**src/rtl/intdiv_arb_pkg.sv**
```systemverilog
// Shared constants for the two-requester arbitrated signed divider.
package intdiv_arb_pkg;

    localparam int NREQ = 2;
    localparam int ID_W = $clog2(NREQ);

    typedef enum logic [1:0] {
        IDLE = 2'd0,
        CALC = 2'd1,
        RESP = 2'd2
    } state_t;

endpackage

```
**src/rtl/intdiv_intdiv.sv**
```systemverilog
// Combinational N-bit signed divider: quotient truncates toward zero,
// remainder takes the dividend's sign, results wrap to N bits.
module intdiv_intdiv #(
    parameter int N = 5
) (
    input  logic signed [N-1:0] x,
    input  logic signed [N-1:0] y,
    output logic signed [N-1:0] z,
    output logic signed [N-1:0] r
);

    // Magnitudes need N+1 bits so that |-2^(N-1)| is representable.
    logic [N:0]   ax;
    logic [N:0]   ay;
    logic [N-1:0] q;
    logic [N-1:0] m;

    always_comb begin
        ax = x[N-1] ? -{x[N-1], x} : {x[N-1], x};
        ay = y[N-1] ? -{y[N-1], y} : {y[N-1], y};
        q  = '0;
        m  = ax[N-1:0];
        if (ay != '0) begin
            q = N'(ax / ay);
            m = N'(ax % ay);
        end
        z = (x[N-1] ^ y[N-1]) ? -q : q;
        r = x[N-1] ? -m : m;
    end

endmodule

```
**src/rtl/intdiv_arb.sv**
```systemverilog
// Round-robin arbiter in front of a one-shot signed divider (IDLE/CALC/RESP).
// Define INTDIV_ARB_DIVZERO_EN to flag y=0 and return z=-1, r=x.
module intdiv_arb
    import intdiv_arb_pkg::*;
#(
    parameter int N = 5
) (
    input  logic                   clk,
    input  logic                   rst,
    input  logic                   req0_valid,
    output logic                   req0_ready,
    input  logic signed [N-1:0]    req0_x,
    input  logic signed [N-1:0]    req0_y,
    input  logic                   req1_valid,
    output logic                   req1_ready,
    input  logic signed [N-1:0]    req1_x,
    input  logic signed [N-1:0]    req1_y,
    output logic                   rsp_valid,
    input  logic                   rsp_ready,
    output logic [ID_W-1:0]        rsp_id,
    output logic signed [N-1:0]    rsp_z,
    output logic signed [N-1:0]    rsp_r,
    output logic                   rsp_dz
);

    state_t            state;
    state_t            state_nxt;
    logic [ID_W-1:0]   last_grant;
    logic [ID_W-1:0]   grant_id;
    logic              accept;

    logic signed [N-1:0] op_x;
    logic signed [N-1:0] op_y;
    logic [ID_W-1:0]     op_id;

    logic signed [N-1:0] core_z;
    logic signed [N-1:0] core_r;
    logic signed [N-1:0] res_z;
    logic signed [N-1:0] res_r;
    logic                res_dz;

    always_comb begin
        state_nxt = state;
        accept    = 1'b0;
        grant_id  = '0;
        case (state)
            IDLE: begin
                // On a tie the requester that lost last time wins.
                if (req0_valid && req1_valid) grant_id = ~last_grant;
                else                          grant_id = req1_valid;
                if (req0_valid || req1_valid) begin
                    accept    = 1'b1;
                    state_nxt = CALC;
                end
            end
            CALC:    state_nxt = RESP;
            RESP:    if (rsp_ready) state_nxt = IDLE;
            default: state_nxt = IDLE;
        endcase
    end

    assign req0_ready = accept && (grant_id == 1'b0);
    assign req1_ready = accept && (grant_id == 1'b1);
    assign rsp_valid  = (state == RESP);

    always_ff @(posedge clk or posedge rst) begin
        if (rst) begin
            state      <= IDLE;
            last_grant <= 1'b1;
        end else begin
            state <= state_nxt;
            if (accept) last_grant <= grant_id;
        end
    end

    always_ff @(posedge clk or posedge rst) begin
        if (rst) begin
            op_x   <= '0;
            op_y   <= '0;
            op_id  <= '0;
            rsp_id <= '0;
            rsp_z  <= '0;
            rsp_r  <= '0;
            rsp_dz <= 1'b0;
        end else begin
            if (accept) begin
                op_x  <= grant_id ? req1_x : req0_x;
                op_y  <= grant_id ? req1_y : req0_y;
                op_id <= grant_id;
            end
            if (state == CALC) begin
                rsp_id <= op_id;
                rsp_z  <= res_z;
                rsp_r  <= res_r;
                rsp_dz <= res_dz;
            end
        end
    end

    intdiv_intdiv #(.N(N)) u_core (
        .x (op_x),
        .y (op_y),
        .z (core_z),
        .r (core_r)
    );

`ifdef INTDIV_ARB_DIVZERO_EN
    assign res_dz = (op_y == '0);
    assign res_z  = res_dz ? '1   : core_z;
    assign res_r  = res_dz ? op_x : core_r;
`else
    assign res_dz = 1'b0;
    assign res_z  = core_z;
    assign res_r  = core_r;
`endif

endmodule

```
**config.mk**
```make
export PLATFORM = sky130hd
export DESIGN_NAME = intdiv_arb
export DESIGN_NICKNAME = d
export VERILOG_FILES = /design/src/rtl/intdiv_arb_pkg.sv /design/src/rtl/intdiv_intdiv.sv /design/src/rtl/intdiv_arb.sv
export SDC_FILE = /design/constraint.sdc
export NUM_CORES = 1
export LEC_CHECK = 0
export CAP_MARGIN = 20
export CORE_UTILIZATION = 50
export CTS_BUF_LIST = sky130_fd_sc_hd__clkbuf_8
export CTS_CLUSTER_DIAMETER = 100
export DETAILED_ROUTE_END_ITERATION = 10
export HOLD_SLACK_MARGIN = 0.06
export PLACE_DENSITY = 0.88
export SLEW_MARGIN = 20
export SYNTH_ARGS = -nofsm -noshare
export SYNTH_HDL_FRONTEND = slang
export SYNTH_SLANG_ARGS = --single-unit
```
**constraint.sdc**
```tcl
create_clock -name clk -period 8.3 [get_ports clk]
set_input_delay 0.83 -clock clk [delete_from_list [all_inputs] [get_ports clk]]
set_output_delay 0.83 -clock clk [all_outputs]
set_load 0.02 [all_outputs]
```
==> run metrics, run 1 <==
clock skew approximately 0.0064 ns; final hold violations 0; detailed-route via count 2514; register bit count reported by yosys 25; Synth top area share 0.2308; CP endpoint kind register; WP data arrival 7.96 ns; Final Cycle Share 0.9423; row cnt 25; post-synthesis sequential area ratio 0.2409; commonest non-fill, non-tap cell in the layout nand2_1; Tightest Pin Transition between 1 and 1.5 ns; Syn Std Cell Area roughly 2600 um2; CTS tree yes; Slowest-stage cell, CP dfrtp_1; via density per instance just under 6; top cells by area, synth dfrtp_1 23%, ha_1 13%, nand2_1 7.4%; drt wl/cell about 16 um; Initial DRC Count 202; CP Buf/Inv Count 4; largest net degree at the start of global routing 26; core area approximately 4900 um2; Antenna diodes 0; worst-skew pair later-pin latency about 0.28 ns; CTS clk-pin slew, worst paths 0.10 ns; first-pass GRT wire length 10720 um; clk root buf clkbuf_8; Initial DRT Pass Iterations 4; most frequent cells in the layout 50 x nand2_1, 38 x clkdlybuf4s50_1, 26 x ha_1, 23 x dfrtp_1, 18 x nor2_1; clk buf depth 2; Synth area leader dfrtp_1; number of synthesized flops with an enable pin 0; antenna violations before repair 0; syn_area_per_cell around 8.4 um2; Setup-failing EPs final 0; Die Wd approximately 74 um; Overflow after GRT 0; share of cells above drive strength 1 0.1569; nets approximately 410; die height roughly 74 um; CTS Buf Count 3; Hold Slack between 0.4 and 0.5 ns; critical path's top delay family compound AO/OA/AOI/OAI gates; Fmax approximately 130 MHz; Remaining DRCs 0; post-synthesis cell count approximately 310; maxcap violations 0; vias in the first global route 2371; CP Launch Type register; initial core utilization 0.5333; ys async rst share 1.000; DRT antenna net count 0; Yosys warning total 0; GRT Overall Usage 0.2526; final wirelength 6727 um; fin crit period between 7 and 8 ns; Top cell by count, worst path ha_1; dominant synthesized flop cell dfrtp_1; worst-path maximum fanout 7; I/O pin count 40; fillers about 400; GP Congestion a little under 1; htree depth 1; Worst Path Required approximately 8.4 ns; die area between 5000 and 6000 um2; hold buffers post-CTS 0; Crit Path Class reg2reg; Final HPWL DP ~5200 um; synth unique cells 64; status complete, no violations; total clock sinks 25; slew margin rel. 0.2941; slowest stage delay, CP ~0.40 ns; Hold WC Path Type reg2reg; Final Max Slew Viols 0; IO buf count 38; area delta synth->final 23.89%
[cell families (layout without fill, tap and decap cells)]
kind of cell	count (synthesis)	after routing	share of synthesized area
flops	25	25	0.2409
xor+xnor	18	18	0.06058
buf+inv	28	73	0.04711
mux	7	7	0.03557
fa+ha+maj	28	28	0.1375
other cells	2	3	0.002886
simple gates	102	102	0.1861
compound gates	101	101	0.2894
[per-layer routing]
metal	part of all wire	GRT usage	wire length (um)	vias to the layer above
met1	0.43	0.3266	2877	1172
met5	0	0	0	-
met3	0.057	0.04878	384	28
li1	-	-	-	1223
met2	0.48	0.4081	3213	91
met4	0.037	0.1154	252	0
[synth_stat cells, types with 3 or more instances]
| master | instances |
|---|---|
| a21o_1 | 5 |
| a21oi_1 | 12 |
| a21oi_2 | 3 |
| a22oi_1 | 11 |
| a31oi_1 | 5 |
| clkbuf_1 | 6 |
| dfrtp_1 | 24 |
| ha_1 | 27 |
| inv_1 | 17 |
| mux2_2 | 3 |
| nand2_1 | 51 |
| nand2b_1 | 5 |
| nand3_1 | 4 |
| nor2_1 | 18 |
| nor2b_1 | 4 |
| nor3_1 | 4 |
| o211ai_1 | 3 |
| o21a_1 | 11 |
| o21ai_0 | 16 |
| o21ai_1 | 5 |
| o31ai_1 | 5 |
| xnor2_1 | 11 |
| xor2_1 | 7 |
[through the flow]
step	cells	setup TNS (ns)	setup slack (ns)	util	cell area, um2
2_1_floorplan	312	0	0.4752	-	2606
3_3_place_gp	415	0	0.4909	0.6310	3079
3_5_place_dp	415	0	0.2715	0.6310	3079
4_1_cts	419	0	0.2728	0.6410	3128
5_1_grt	424	-0.01376	-0.01376	0.6608	3224
6_report	424	0	0.4786	0.6608	3224
[final cells by class]
class,instances,area (um2),area share
flip-flops and latches,25,628.1,0.1948
clock inverters,1,7.507,0.002328
well taps,67,83.83,0.02600
multi-input cells,259,1914,0.5937
clock buffers,3,41.29,0.01281
inverters,17,63.81,0.01979
repair buffers,52,485.5,0.1506
[worst register-to-register path, delay by kind of cell, from the launching register on]
family	cells	cell delay, ns
AO/OA/AOI/OAI	16	2.86
adder cells (fa/ha/maj)	7	1.70
AND/OR/NAND/NOR	9	1.29
multiplexers	2	0.66
buffers and inverters	4	0.60
flip-flops	1	0.40
XOR/XNOR	1	0.16
[path summary, 6_finish.rpt]
path,from,end,slack (ns),depth (start not counted)
max,op_y[0],rsp_r[4],0.48,39
min,rsp_r[0],rsp_r[0],0.48,2
max reg2reg,op_y[0],rsp_r[4],0.48,39
min reg2reg,rsp_r[0],rsp_r[0],0.48,2
max in group asynchronous,rst,op_y[1],6.62,2
min in group asynchronous,rst,op_x[2],1.06,2
[sequential cells by signal (all words and copies together), names as in the netlist]
name        flops
rsp_id          1
op_id           1
op_y            5
last_grant      1
state           2
rsp_z           5
rsp_r           5
op_x            5
[repair_timing]
action / in CTS / in global routing
endpoints found under the setup margin: 0 / 7
gates resized for setup: 0 / 14
setup buffers: 0 / 5
Power of run 1 is left out: the tool's default activity adds up to more than one toggle a clock period on the data nets, which glitch-free logic cannot reach.
==> inputs of run 2 (changes only) <==
--- a/config.mk
+++ b/config.mk
@@ -10,8 +10,9 @@
 export CTS_BUF_LIST = sky130_fd_sc_hd__clkbuf_8
 export CTS_CLUSTER_DIAMETER = 100
 export DETAILED_ROUTE_END_ITERATION = 10
+export GPL_ROUTABILITY_DRIVEN = 0
 export HOLD_SLACK_MARGIN = 0.06
-export PLACE_DENSITY = 0.88
+export PLACE_DENSITY = 0.83
 export SLEW_MARGIN = 20
 export SYNTH_ARGS = -nofsm -noshare
 export SYNTH_HDL_FRONTEND = slang
==> run 2 against run 1 <==
Die area is the same. Maximum frequency decreased by 1.1%. Register-to-register slack worse by 0.09 ns. Sequential share of layout area up 0.11 points. Via count down 2.0%. Wire length is 1.5% lower. Cell count is 0.24% lower. Flip-flop and latch count stayed put. Clock skew fell by 0.0043 ns. Worst hold slack gained 0.0027 ns. Non-clock buffer count decreased by 1. Largest cell class unchanged.
==> run metrics, run 2 (synthesis gave the netlist of run 1 again) <==
Antenna diodes 0; vias in the first global route 2328; via density per instance around 5.8; WP data arrival between 8 and 9 ns; antenna violations before repair 0; share of cells above drive strength 1 0.1461; Fmax between 100 and 150 MHz; RSZ-0062 raised after global routing false; GRT Overall Usage 0.2508; most frequent cells in the layout 51 x nand2_1, 38 x clkdlybuf4s50_1, 26 x ha_1, 23 x dfrtp_1, 18 x nor2_1; die height ~74 um; Slowest-stage cell, CP dfrtp_1; sequential cell area between 600 and 700 um2; I/O pin count 40; CTS clk-pin slew, worst paths about 0.080 ns; die area 5497 um2; Remaining DRCs 0; Hold Slack between 0.4 and 0.5 ns; DRT antenna net count 0; final non-filler cell total 423; multi-input logic area about 1900 um2; row cnt 25; maxcap violations 0; Final Cycle Share 0.9526; clk buf depth 2; fin crit period 7.906 ns; Final Max Slew Viols 0; worst-path maximum fanout 6; Setup-failing EPs final 0; Tightest Pin Transition around 1.0 ns; status complete, no violations; largest net degree at the start of global routing 26; core area 4880 um2; hold buffers post-CTS 0; Overflow after GRT 0; nets just over 400; Crit Path Class reg2reg; Initial DRC Count around 190; Final HPWL DP slightly above 5000 um; CTS Buf Count 3; CTS tree yes; detailed-route via count roughly 2500; final wirelength around 6600 um; final core utilization 0.6569; cell count after placement 414; initial core utilization 0.5333; CP endpoint kind register; final hold violations 0; worst-skew pair later-pin latency ~0.26 ns; Worst Path Required between 8 and 9 ns; Top cell by count, worst path ha_1; fillers about 420; clk root buf clkbuf_8; htree depth 1; area delta synth->final 23.17%; slew margin rel. 0.3299; drt wl/cell around 16 um; Die Wd ~74 um; Initial DRT Pass Iterations 4; commonest non-fill, non-tap cell in the layout nand2_1; clock skew 0.002013 ns; IO buf count 38; total clock sinks 25; slowest stage delay, CP around 0.45 ns; CP Launch Type register; Hold WC Path Type reg2reg; first-pass GRT wire length roughly 11000 um
run 2: cell count changes in the layout (fill, tap and decap cells not counted), moves of 2 or more:
cell and delta:
a31oi_2 -2, a21oi_2 -2, a21oi_4 +2, a31oi_1 +2
run 2: final timing paths:
| path | cells past startpoint | slack [ns] | endpoint | start |
|---|---|---|---|---|
| max in group asynchronous | 2 | 6.57 | op_y[1] | rst |
| max reg2reg | 33 | 0.39 | rsp_r[4] | op_x[1] |
| max | 33 | 0.39 | rsp_r[4] | op_x[1] |
| min in group asynchronous | 2 | 1.08 | rsp_r[4] | rst |
| min | 1 | 0.49 | op_id | op_id |
| min reg2reg | 1 | 0.49 | op_id | op_id |
run 2: what timing repair did:
action	in CTS	in global routing
buffers inserted	0	5
resized for setup	1	10
setup endpoints to repair	1	7
pin swaps	0	2
run 2: layout make-up:
type / instances / share of cell area
Clock buffer: 3 / 0.01288
Clock inverter: 1 / 0.001561
Inverter: 17 / 0.02108
Tap cell: 67 / 0.02615
Timing Repair Buffer: 51 / 0.1491
Sequential cell: 25 / 0.1959
Multi-Input combinational cell: 259 / 0.5933
run 2: metal layers:
metal / track usage / up-vias / wire length [um]
li1: - / 1211 / -
met1: 0.3156 / 1131 / 2822
met2: 0.4444 / 106 / 3250
met3: 0.03794 / 16 / 435
met4: 0.07051 / 0 / 116
met5: 0 / - / 0
run 2: worst max-delay path, delay by kind of cell, from the launching register on:
family / cells / cell delay [ns]
AO/OA/AOI/OAI: 16 / 3.22
adder cells (fa/ha/maj): 6 / 1.69
AND/OR/NAND/NOR: 5 / 1.19
multiplexers: 2 / 0.75
flip-flops: 1 / 0.45
buffers and inverters: 3 / 0.31
XOR/XNOR: 1 / 0.14
run 2: per-stage QoR:
stage                     setup TNS [ns]  worst slack, ns  cell area, um2
after floorplan                        0           0.4752            2606
after global placement                 0           0.2980            3072
after detailed placement        -0.02906         -0.02906            3072
after CTS                              0          0.04605            3122
after global routing                   0          0.01218            3206
final                                  0           0.3936            3206
Power of run 2 is left out for the same reason.
==> inputs of run 3 (changes only) <==
--- a/config.mk
+++ b/config.mk
@@ -12,7 +12,7 @@
 export DETAILED_ROUTE_END_ITERATION = 10
 export GPL_ROUTABILITY_DRIVEN = 0
 export HOLD_SLACK_MARGIN = 0.06
-export PLACE_DENSITY = 0.83
+export PLACE_DENSITY = 0.8
 export SLEW_MARGIN = 20
 export SYNTH_ARGS = -nofsm -noshare
 export SYNTH_HDL_FRONTEND = slang
==> constraint.sdc (replaced) <==
create_clock -name clk -period 8.2 [get_ports clk]
set_input_delay 0.82 -clock clk [delete_from_list [all_inputs] [get_ports clk]]
set_output_delay 0.82 -clock clk [all_outputs]
set_load 0.02 [all_outputs]
==> run 3 against run 2 <==
Critical path depth grew 2. Global-route usage fell by 0.079 points. Count of clock-buffer cells in the layout is the same. Critical endpoint unchanged. Largest cell class unchanged. Highest routed layer unchanged.
==> run metrics, run 3 (synthesis gave the netlist of run 1 again) <==
Die Wd roughly 74 um; Overflow after GRT 0; Final Max Slew Viols 0; maxcap violations 0; slowest stage delay, CP between 0.3 and 0.4 ns; drt wl/cell between 15 and 20 um; final hold violations 0; IO buf count 38; Top cell by count, worst path ha_1; Final Cycle Share 0.9602; sequential cell area approximately 630 um2; worst-skew pair later-pin latency 0.27 ns; DP Worst Slack -0.01958 ns; area delta synth->final 24.47%; Slowest-stage cell, CP dfrtp_2; clk buf depth 2; M1 wire length 2845 um; nets 413; Remaining DRCs 0; status complete, no violations; commonest non-fill, non-tap cell in the layout nand2_1; detailed-route via count approximately 2500; Initial DRC Count approximately 200; initial core utilization 0.5333; DRT antenna net count 0; slew margin rel. 0.2875; fillers between 400 and 500; Antenna diodes 0; GRT Overall Usage 0.2500; first-pass GRT wire length between 10000 and 15000 um; Setup-failing EPs final 0; R2R Setup Slk 0.33 ns; Fmax 127.0 MHz; worst-path maximum fanout 6; met3 WL post-DR about 370 um; CP endpoint kind register; row cnt 25; Initial DRT Pass Iterations 4; share of cells above drive strength 1 0.1616; hold path start rsp_z[3]; CP Launch Type register; clock skew 0.004918 ns; crit path launch op_y[1]; CTS clk-pin slew, worst paths 0.09 ns; antenna violations before repair 0; vias in the first global route 2310; met2 WL between 3000 and 4000 um; core area 4880 um2; final wirelength ~6600 um; die height 74.15 um; die area between 5000 and 6000 um2; CTS Buf Count 3; Crit Path Class reg2reg; hold buffers post-CTS 0; Worst Path Required 8.34 ns; clk root buf clkbuf_8; Hold WC Path Type reg2reg; reg2reg start op_y[1]; htree depth 1; via density per instance around 5.9; WP data arrival approximately 8.0 ns; Tightest Pin Transition roughly 1.1 ns; most frequent cells in the layout 51 x nand2_1, 38 x clkdlybuf4s50_1, 26 x ha_1, 23 x dfrtp_1, 18 x nor2_1; total clock sinks 25; multi-input logic area 1913 um2; CTS tree yes; largest net degree at the start of global routing 26; I/O pin count 40; final core utilization 0.6638; top layer in use met4; fin crit period a little under 8 ns; post-route setup slack roughly 0.33 ns; Final HPWL DP between 5000 and 6000 um
## run 3: changes by cell type in the layout (fill, tap and decap cells not counted), moves of 2 or more
cell     change
a31oi_2      +2
a21oi_2      +2
a21oi_4      -2
a31oi_1      -2
buf_4        +3
## run 3: worst max-delay path, delay by kind of cell, from the launching register on
kind / cells / cell delay [ns]
AOI/OAI and AO/OA: 17 / 3.39
xor gates and xnor gates: 1 / 0.14
adders and majority gates: 6 / 1.76
buffers and inverters: 3 / 0.28
DFF: 1 / 0.39
muxes: 2 / 0.56
and+or+nand+nor: 6 / 1.22
## run 3: per-layer routing
metal	GRT usage	up-vias
met5	0	-
met1	0.3283	1157
li1	-	1228
met2	0.4101	89
met3	0.03523	23
met4	0.1090	0
## run 3: path summary, 6_finish.rpt
| path | end | cells past startpoint |
|---|---|---|
| min in group asynchronous | rsp_r[2] | 2 |
| max in group asynchronous | op_y[1] | 2 |
| hold reg to reg | rsp_z[3] | 2 |
| hold / removal | rsp_z[3] | 2 |
| setup / recovery | rsp_r[4] | 35 |
| setup reg to reg | rsp_r[4] | 35 |
## run 3: repair_timing
item | 4_1_cts | 5_1_grt
hold endpoints to repair | 0 | 0
setup buffers | 0 | 7
resized for setup | 1 | 13
endpoints found under the setup margin | 1 | 7
pin swaps | 0 | 2
## run 3: per-stage QoR
step | setup TNS (ns) | area (um2) | instances | hold WS (ns)
after floorplan | 0 | 2606 | 312 | 0.4458
after global placement | 0 | 3079 | 415 | 0.4626
after detailed placement | -0.01958 | 3079 | 415 | 0.4648
after CTS | 0 | 3129 | 419 | 0.4845
after global routing | -0.02718 | 3239 | 426 | 0.5020
final | 0 | 3239 | 426 | 0.4795
## run 3: layout make-up
cell class              count  share of cell area
well taps                  67             0.02588
multi-input cells         259              0.5906
inverters                  17             0.02086
clock buffers               3             0.01275
clock inverters             1            0.001545
repair buffers             54              0.1545
flip-flops and latches     25              0.1939
Power of run 3 is left out for the same reason.
